$ cat config.mk
export PLATFORM = sky130hd
export DESIGN_NAME = dmem_responder
export DESIGN_NICKNAME = d
export VERILOG_FILES = /design/src/rtl/dmem_pkg.sv /design/src/rtl/dmem_array.sv /design/src/rtl/dmem_responder.sv
export SDC_FILE = /design/constraint.sdc
export NUM_CORES = 2
export LEC_CHECK = 0
export ABC_AREA = 1
export BUFFER_PORTS_ARGS = -buffer_cell sky130_fd_sc_hd__buf_2
export CAP_MARGIN = 20
export CORE_MARGIN = 2
export CORE_UTILIZATION = 35
export DETAILED_ROUTE_END_ITERATION = 10
export PLACE_DENSITY = 0.52
export REMOVE_ABC_BUFFERS = 1
export SYNTH_ARGS = -nofsm -noshare
export SYNTH_HDL_FRONTEND = slang
export SYNTH_SLANG_ARGS = --single-unit
export TNS_END_PERCENT = 20
$ cat constraint.sdc
create_clock -name clk -period 4 [get_ports clk]
set_input_delay 0.4 -clock clk [delete_from_list [all_inputs] [get_ports clk]]
set_output_delay 0.4 -clock clk [all_outputs]
set_load 0.02 [all_outputs]
$ cat src/rtl/dmem_pkg.sv
// Shared types and constants for the data-memory responder.
//   dmem_state_t : responder FSM states (IDLE / WAIT / DONE)
//   WORD_BYTES   : bytes per RAM word (byte address -> word index shift)
package dmem_pkg;

  typedef enum logic [1:0] {
    IDLE = 2'd0,
    WAIT = 2'd1,
    DONE = 2'd2
  } dmem_state_t;

  localparam int unsigned WORD_BYTES = 4;

endpackage

$ cat src/rtl/dmem_array.sv
// Word-addressed data RAM: combinational read, synchronous write, no reset.
//   clk_i   : rising-edge clock
//   we_i    : write enable
//   waddr_i : write word index
//   wdata_i : write data
//   raddr_i : read word index
//   rdata_o : read data (combinational)
module dmem_array #(
  parameter int unsigned DATA_W = 32,
  parameter int unsigned DEPTH  = 64
) (
  input  logic                     clk_i,
  input  logic                     we_i,
  input  logic [$clog2(DEPTH)-1:0] waddr_i,
  input  logic [DATA_W-1:0]        wdata_i,
  input  logic [$clog2(DEPTH)-1:0] raddr_i,
  output logic [DATA_W-1:0]        rdata_o
);

  logic [DATA_W-1:0] mem_q [DEPTH];

  always_ff @(posedge clk_i) begin
    if (we_i) begin
      mem_q[waddr_i] <= wdata_i;
    end
  end

  assign rdata_o = mem_q[raddr_i];

endmodule

$ cat src/rtl/dmem_responder.sv
// Responder end of the pipeline's data-memory port. Accepts the M-stage
// access, spends a fixed LATENCY of stall cycles, then a one-cycle DONE.
//   clk       : rising-edge clock
//   reset     : asynchronous, active-low
//   MemReadM  : load request (held by pipeline while stalled)
//   MemWriteM : store request (held by pipeline while stalled)
//   ALUOutM   : byte address
//   WriteData : store data
//   ReadData  : load data, valid in DONE, held until next load completes
//   MemStallM : hold pipeline
//   MemDoneM  : one-cycle pulse in DONE
//   MemErrM   : sticky error of the last accepted request
module dmem_responder
  import dmem_pkg::*;
#(
  parameter int unsigned DATA_W  = 32,
  parameter int unsigned ADDR_W  = 32,
  parameter int unsigned DEPTH   = 64,
  parameter int unsigned LATENCY = 2
) (
  input  logic              clk,
  input  logic              reset,
  input  logic              MemReadM,
  input  logic              MemWriteM,
  input  logic [ADDR_W-1:0] ALUOutM,
  input  logic [DATA_W-1:0] WriteData,
  output logic [DATA_W-1:0] ReadData,
  output logic              MemStallM,
  output logic              MemDoneM,
  output logic              MemErrM
);

  localparam int unsigned IDX_W = $clog2(DEPTH);
  localparam int unsigned CNT_W = $clog2(LATENCY + 1);
  localparam logic [CNT_W-1:0]  CNT_INIT   = CNT_W'((LATENCY >= 2) ? (LATENCY - 2) : 0);
  localparam logic [ADDR_W-1:0] ADDR_LIMIT = ADDR_W'(WORD_BYTES * DEPTH);

  dmem_state_t       state_q, state_d;
  logic [CNT_W-1:0]  cnt_q, cnt_d;
  logic [IDX_W-1:0]  addr_q, addr_d;
  logic [DATA_W-1:0] wdata_q, wdata_d;
  logic              load_q, load_d;
  logic              commit_q, commit_d;
  logic              err_q, err_d;
  logic [DATA_W-1:0] rdata_q, rdata_d;

  logic              req;
  logic              addr_bad;
  logic              req_err;
  logic [IDX_W-1:0]  req_idx;
  logic [IDX_W-1:0]  cur_idx;
  logic              cur_load;
  logic              cur_err;
  logic              ram_we;
  logic [DATA_W-1:0] ram_rdata;

  assign req      = MemReadM | MemWriteM;
  assign addr_bad = (ALUOutM[1:0] != 2'b00) || (ALUOutM >= ADDR_LIMIT);
  assign req_err  = addr_bad | (MemReadM & MemWriteM);
  assign req_idx  = ALUOutM[IDX_W+1:2];

  // With LATENCY==1 DONE is entered straight from IDLE, before the request
  // is latched, so the read path must look at the live inputs in IDLE.
  assign cur_idx  = (state_q == IDLE) ? req_idx : addr_q;
  assign cur_load = (state_q == IDLE) ? (MemReadM & ~MemWriteM) : load_q;
  assign cur_err  = (state_q == IDLE) ? req_err : err_q;

  dmem_array #(
    .DATA_W (DATA_W),
    .DEPTH  (DEPTH)
  ) u_array (
    .clk_i   (clk),
    .we_i    (ram_we),
    .waddr_i (addr_q),
    .wdata_i (wdata_q),
    .raddr_i (cur_idx),
    .rdata_o (ram_rdata)
  );

  always_ff @(posedge clk or negedge reset) begin
    if (!reset) begin
      state_q  <= IDLE;
      cnt_q    <= '0;
      addr_q   <= '0;
      wdata_q  <= '0;
      load_q   <= 1'b0;
      commit_q <= 1'b0;
      err_q    <= 1'b0;
      rdata_q  <= '0;
    end else begin
      state_q  <= state_d;
      cnt_q    <= cnt_d;
      addr_q   <= addr_d;
      wdata_q  <= wdata_d;
      load_q   <= load_d;
      commit_q <= commit_d;
      err_q    <= err_d;
      rdata_q  <= rdata_d;
    end
  end

  always_comb begin
    state_d  = state_q;
    cnt_d    = cnt_q;
    addr_d   = addr_q;
    wdata_d  = wdata_q;
    load_d   = load_q;
    commit_d = commit_q;
    err_d    = err_q;
    rdata_d  = rdata_q;
    unique case (state_q)
      IDLE: begin
        if (req) begin
          addr_d   = req_idx;
          wdata_d  = WriteData;
          load_d   = MemReadM & ~MemWriteM;
          // read+write is an error but still a store; only bad addresses drop it
          commit_d = MemWriteM & ~addr_bad;
          err_d    = req_err;
          cnt_d    = CNT_INIT;
          state_d  = (LATENCY == 1) ? DONE : WAIT;
        end
      end
      WAIT: begin
        if (cnt_q != '0) begin
          cnt_d = cnt_q - CNT_W'(1);
        end else begin
          state_d = DONE;
        end
      end
      DONE: begin
        state_d = IDLE;
      end
      default: begin
        state_d = IDLE;
      end
    endcase
    if ((state_d == DONE) && (state_q != DONE) && cur_load) begin
      rdata_d = cur_err ? '0 : ram_rdata;
    end
  end

  always_comb begin
    // gated by reset so the stall releases the instant reset asserts
    MemStallM = reset & (((state_q == IDLE) & req) | (state_q == WAIT));
    MemDoneM  = (state_q == DONE);
    ram_we    = (state_q == DONE) & commit_q;
  end

  assign ReadData = rdata_q;
  assign MemErrM  = err_q;

endmodule

# Yosys cells after proc, flatten, opt, wreduce, memory -nomap -nowiden
# Memory sizes are Yosys's and may differ from the RTL's.
# Index checks and enable logic that the tools add are counted.
[classes] n_addsub=1 n_mul=0 n_div=0 n_lt_le_gt_ge=1 n_eq_ne=6 shifts=0 mux=12 n_bitwise=11 n_reduce_logical=9
[ops] op="$ge 32x9->1 const B" count=1
[ops] op="$mux 32" count=1
[ops] op="$mux 2" count=4
[ops] op="$pmux 2 s2" count=2
[ops] op="$and 1x1->1" count=6
[ops] op="$mux 6" count=1
[ops] op="$ne 2x2->1 const B" count=3
[ops] op="$reduce_bool 2->1" count=3
[ops] op="$eq 2x2->1 const B" count=2
[ops] op="$mux 1" count=4
[ops] op="$or 1x1->1" count=3
[ops] op="$reduce_and 3->1" count=1
[ops] op="$eq 2x1->1 const B" count=1
[ops] op="$logic_and 1x1->1" count=2
[ops] op="$logic_not 2->1" count=1
[ops] op="$not 1->1" count=2
[ops] op="$reduce_and 2->1" count=1
[ops] op="$sub 2x1->2 const B" count=1
[ops] op="$logic_or 1x1->1" count=1
[totals] ff_bits=77 latch_bits=0 ram_bits=2048 rom_bits=0 input_bits=68 output_inout_bits=35 n_memories=1
[memory_table] name="u_array.mem_q" depth=64 width=32 rd=1 rd_ports_with_merged_regs=0 wr=1 line="dmem_array.sv:20" text="logic [DATA_W-1:0] mem_q [DEPTH];"

# Depth between registers and ports, before layout
[depth] word_depth=6 depth_mapped=15 mapped_depth_nobuf=12

# By module
# Synthesis repeated with hierarchy kept, for this count alone.
[unflattened] hier_cells=7186 area_unflattened_um2=85595.8
[modules_own_cells] module="dmem_array" instances=1 cells_each=6737 area_per_inst_um2=82097.5
[modules_own_cells] module="dmem_responder" instances=1 cells_each=449 area_per_inst_um2=3498.4

# Worst setup path after synthesis
# No wires, ideal clock.
[synth_path] path_type="reg2reg" start="register state_q[0]" end="memory u_array.mem_q[0][0] (enable)" t_arrival_ps=2752 t_required_ps=3579 path_slack_ps=826 path_stages_with_launch=4 path_buffers=0 path_cell_list="dfrtp_1 nor3_1 nand4_1 nor2_1"
[synth_via] elab_chain_len=4
[synth_rtl] element="from (decl)" line="dmem_responder.sv:38" text="dmem_state_t state_q, state_d;"
[synth_rtl] element="from (signal assigned)" line="dmem_responder.sv:91" text="state_q <= state_d;"
[synth_rtl] element="$eq 2x2->1" line="dmem_responder.sv:147" text="ram_we = (state_q == DONE) & commit_q;"
[synth_rtl] element="$and 1x1->1" line="dmem_responder.sv:147"
[synth_rtl] element="$mux 1" line="dmem_array.sv:23" text="if (we_i) begin"
[synth_rtl] element="$mux 1 (implied by the code)" line="dmem_array.sv:24" text="mem_q[waddr_i] <= wdata_i;"
[synth_rtl] element="to (decl)" line="dmem_array.sv:20"
# Every way passes these cells.

# Worst setup path after layout
[layout_path] start="register state_q[0]" end="register rdata_q[12] (netlist: ReadData[12])"
[layout_via] elab_chain_len=5
[layout_rtl] element="branches (longest 5 deep; another with $mem_v2 64x32)"
[layout_rtl] element="to (signal assigned)" line="dmem_responder.sv:98" text="rdata_q <= rdata_d;"
[layout_rtl] element="to (decl)" line="dmem_responder.sv:45" text="logic [DATA_W-1:0] rdata_q, rdata_d;"
# Parallel ways; which one is timed is not known.
# A chain may end at the register's enable or synchronous reset.

==> summary by stage <==
Run status
The run finished with clean final reports.

Routing
After detailed routing, the average wire length per cell comes to 27.6 um. The overall via count from detail_route is a little under 60k. Wires add up to 292 mm.

The length of the first detailed-routing pass in iterations is 6. The routed via count divided by cell count is between 5 and 6. The remaining design rule violation count is 0. Once detail routing completed, the nets flagged for antenna violations numbered 0.

In this run, the number of DRC markers left after iteration 0 of detailed routing was between 7k and 8k.

Synthesis
A synthesized cell averages about 12 um2. The synthesized design contains 2125 register bits. The largest total area in the synthesized netlist belongs to sky130_fd_sc_hd__edfxtp_1. The share of the Yosys chip area taken by registers is between 70% and 80%. The cell count after synthesis is ~7.0k. During synthesis, Yosys emitted a total of 0 warnings. By instance count, the leading cell after synthesis is sky130_fd_sc_hd__nand3_1. In this run the cell area of the synthesized design comes to 0.0854 mm2. After synthesis, the largest area contributor takes up 72.0% of total cell area. The distinct cell type count after synthesis is 26. By count the netlist is led by sky130_fd_sc_hd__nand3_1 (2250), sky130_fd_sc_hd__edfxtp_1 (2048), sky130_fd_sc_hd__nand2_1 (2003).

The proportion of synthesized flip-flops having asynchronous set or reset is under 10%. By area the synthesized netlist is led by sky130_fd_sc_hd__edfxtp_1 (72%), sky130_fd_sc_hd__nand3_1 (13%), sky130_fd_sc_hd__nand2_1 (8.8%), sky130_fd_sc_hd__dfrtp_1 (2.3%), sky130_fd_sc_hd__buf_2 (1.7%). The most common flop cell mapped by yosys is sky130_fd_sc_hd__edfxtp_1. The count of flip-flops with a built-in enable after synthesis is 2048.

Clock network
The number of H-tree branching levels is 4. The buffer cell driving the clock tree root is sky130_fd_sc_hd__clkbuf_16. In this run the deepest clock path goes through 3 buffers. The clock edge transition at the registers on the reported setup and hold paths is roughly 0.060 ns.

The CTS tree is built. The TritonCTS buffer count is ~220. Clock tree synthesis found a total of 2125 sinks. Clock latency on the worst-skew pair, taken at its later pin, is 0.87 ns.

Pwr
Dividing total power by cell area gives a power density of between 800 and 900 mW/mm2. The post-route total power is 87.2 mW. Across the VDD grid, the largest voltage drop is 1.21 mV.

For this design the static power due to leakage is around 34 nW.

Floorplan
The vertical die dimension is ~500 um. The number of standard-cell rows in the floorplan is around 180. After floorplanning, the core was sized to cover around 0.24 mm2. The area enclosed by the die boundary is about 0.25 mm2. The overall die width is 498 um. The initial cell density of the core is around a third.

In this run the count of I/O pins placed on the die edge is around 100.

STA
At the pin with the least slew margin, the transition time is approximately 1.2 ns. For the final database, setup skew stands at between 0.04 and 0.05 ns. The worst pin sits at a relative slew slack of between 10% and 20%. The period utilization is 95.6%. Setup repair after global routing left no endpoint under its margin.

The final count of pins violating max slew came to 0. The achievable clock frequency is roughly 260 MHz. The smallest hold slack is a little over 0.05 ns. The number of endpoints failing setup at the final stage is 0. The number of endpoints with negative hold slack in the final report is 0. Subtracting the final worst setup slack from the clock period gives between 3 and 4 ns.

Worst setup path
Traced cell by cell, the critical path runs through nor2_2, buf_4, nand2_1, o21ai_4, inv_8, buf_12, nand3_1, nand3_1, nand3_1, nand3_1, nand3_1, nand2_1. The worst setup path is of the register to register kind. The peak fanout along the critical path is 45. Among all stages on the critical path, the largest delay is contributed by sky130_fd_sc_hd__nand3_1. The required time of the worst setup path is 4.74 ns. STA puts the critical path data arrival time at between 4 and 5 ns.

The startpoint type of the worst setup path is a register. On the worst path, the slowest cell contributes a delay of roughly 0.54 ns. The most numerous cell type found on the critical path is sky130_fd_sc_hd__nand3_1.

The element type at the critical path end is a register.

Hold path
The path type of the worst min-delay path is input port to async pin.

Place
Routability-driven placement finished with a final weighted congestion of approximately 0.86. The HPWL after detailed placement is approximately 160 mm. Counting tap cells, the placed design contains a total of 10.1k instances. During placement, the flow inserted port buffers numbering about 100.

Global route
The via count of the first global-routing pass is around 55k. The initial antenna violation count came to 12. The total congestion overflow is 0. The first global-routing pass estimated between 400 and 500 mm of wire. Entering global routing, the biggest net connects around 100 pins. The aggregate global-route resource usage is between 20% and 30%.

Finish
The final-layout fill cell count is ~23k. The number of standard cells in the layout, taps in and fillers out is around 11k. The final net count is between 7k and 8k. The area growth from synthesis to final layout is 15.2%. The share of layout cells above drive strength 1 is 11.0%.

Run
The max-cap check violation count is 0.
## cell families after synthesis
| kind of cell | after synthesis | synth area share [%] |
|---|---|---|
| DFF | 2125 | 74.2 |
| AOI/OAI and AO/OA | 21 | 0.142 |
| buffers and inverters | 498 | 3.16 |
| and+or+nand+nor | 4347 | 22.5 |
| adders and majority gates | 1 | 0.0146 |
## sequential cells by signal, summed over array words and instances, names as in the netlist
signal and count:
cnt_q 2, ReadData 32, addr_q 6, state_q 2, u_array.mem_q 2048, load_q 1, commit_q 1, MemErrM 1
wdata_q 32
## stage by stage
stage / instance area [um2] / TNS, ns / util (%) / worst slack [ns]
floorplan: 82800 / -341.25 / - / -10.68
global placement: 90900 / 0 / 37.4 / 0.00869
detailed placement: 91000 / 0 / 37.4 / 0.0140
CTS: 98400 / 0 / 40.5 / 0.292
global route: 98400 / 0 / 40.5 / 0.0995
finish: 98500 / 0 / 40.5 / 0.175
## worst max-delay path, delay by kind of cell, from the launching register on
family	cells	cell delay (ns)
AOI/OAI and AO/OA	1	0.19
DFF	1	0.46
and+or+nand+nor	8	2.05
buffers and inverters	3	0.90
## power breakdown
group	switching [mW]	leakage (nW)	internal, mW
Sequential	2.67	19.5	27.8
Clock	8.76	3.42	11.4
Combinational	27.0	11.1	9.56
## final timing paths
check	startpoint	end	slack (ns)	depth (start not counted)
max in group asynchronous	reset	ReadData[12]	2.57	3
min in group clk	WriteData[29]	wdata_q[29]	0.30	4
max	state_q[0]	ReadData[12]	0.18	12
min	reset	wdata_q[8]	0.05	2
min reg2reg	ReadData[25]	ReadData[25]	0.51	2
max reg2reg	state_q[0]	ReadData[12]	0.18	12
## area by class of cell
| class | count | area [um2] | share of cell area (%) |
|---|---|---|---|
| well taps | 3202 | 4010 | 4.07 |
| clock inverters | 117 | 1170 | 1.19 |
| multi-input cells | 4369 | 19900 | 20.2 |
| flip-flops and latches | 2125 | 63500 | 64.5 |
| inverters | 18 | 80.1 | 0.0813 |
| clock buffers | 286 | 5830 | 5.92 |
| diodes | 3 | 7.51 | 0.00763 |
| repair buffers | 436 | 3960 | 4.02 |
## metal layers
metal  global-route usage, %  wire, um  vias up
li1                        -         -    25508
met1                    30.7    119000    29562
met4                    8.73     11700        4
met2                    37.1    138000     2639
met3                    4.03     23400      457
met5                       0        27        -
## repair_timing
action                                  CTS  global route
hold endpoints to repair                 74             0
buffers inserted                          3             0
endpoints found under the setup margin    1             0
hold buffers                             45             0
gates resized for setup                   0             0
## cells in the final DEF (no fill, tap or decap), types with 8 or more instances in the layout
master	synthesis	routed
sky130_fd_sc_hd__buf_12	0	66
sky130_fd_sc_hd__buf_2	289	101
sky130_fd_sc_hd__dfrtp_2	0	29
sky130_fd_sc_hd__nor2_1	73	8
sky130_fd_sc_hd__clkbuf_1	71	58
sky130_fd_sc_hd__nand2_1	2003	1999
sky130_fd_sc_hd__edfxtp_1	2048	2048
sky130_fd_sc_hd__clkinv_2	0	36
sky130_fd_sc_hd__dfrtp_1	77	45
sky130_fd_sc_hd__nand4_1	11	11
sky130_fd_sc_hd__clkbuf_16	0	220
sky130_fd_sc_hd__nand3_1	2250	2250
sky130_fd_sc_hd__nor2_4	0	65
sky130_fd_sc_hd__buf_4	63	224
sky130_fd_sc_hd__clkinv_1	1	45
sky130_fd_sc_hd__inv_1	14	13
sky130_fd_sc_hd__bufinv_16	0	17
sky130_fd_sc_hd__clkbuf_8	0	8
sky130_fd_sc_hd__dlygate4sd3_1	0	45
(Power assumes the default switching activity.)
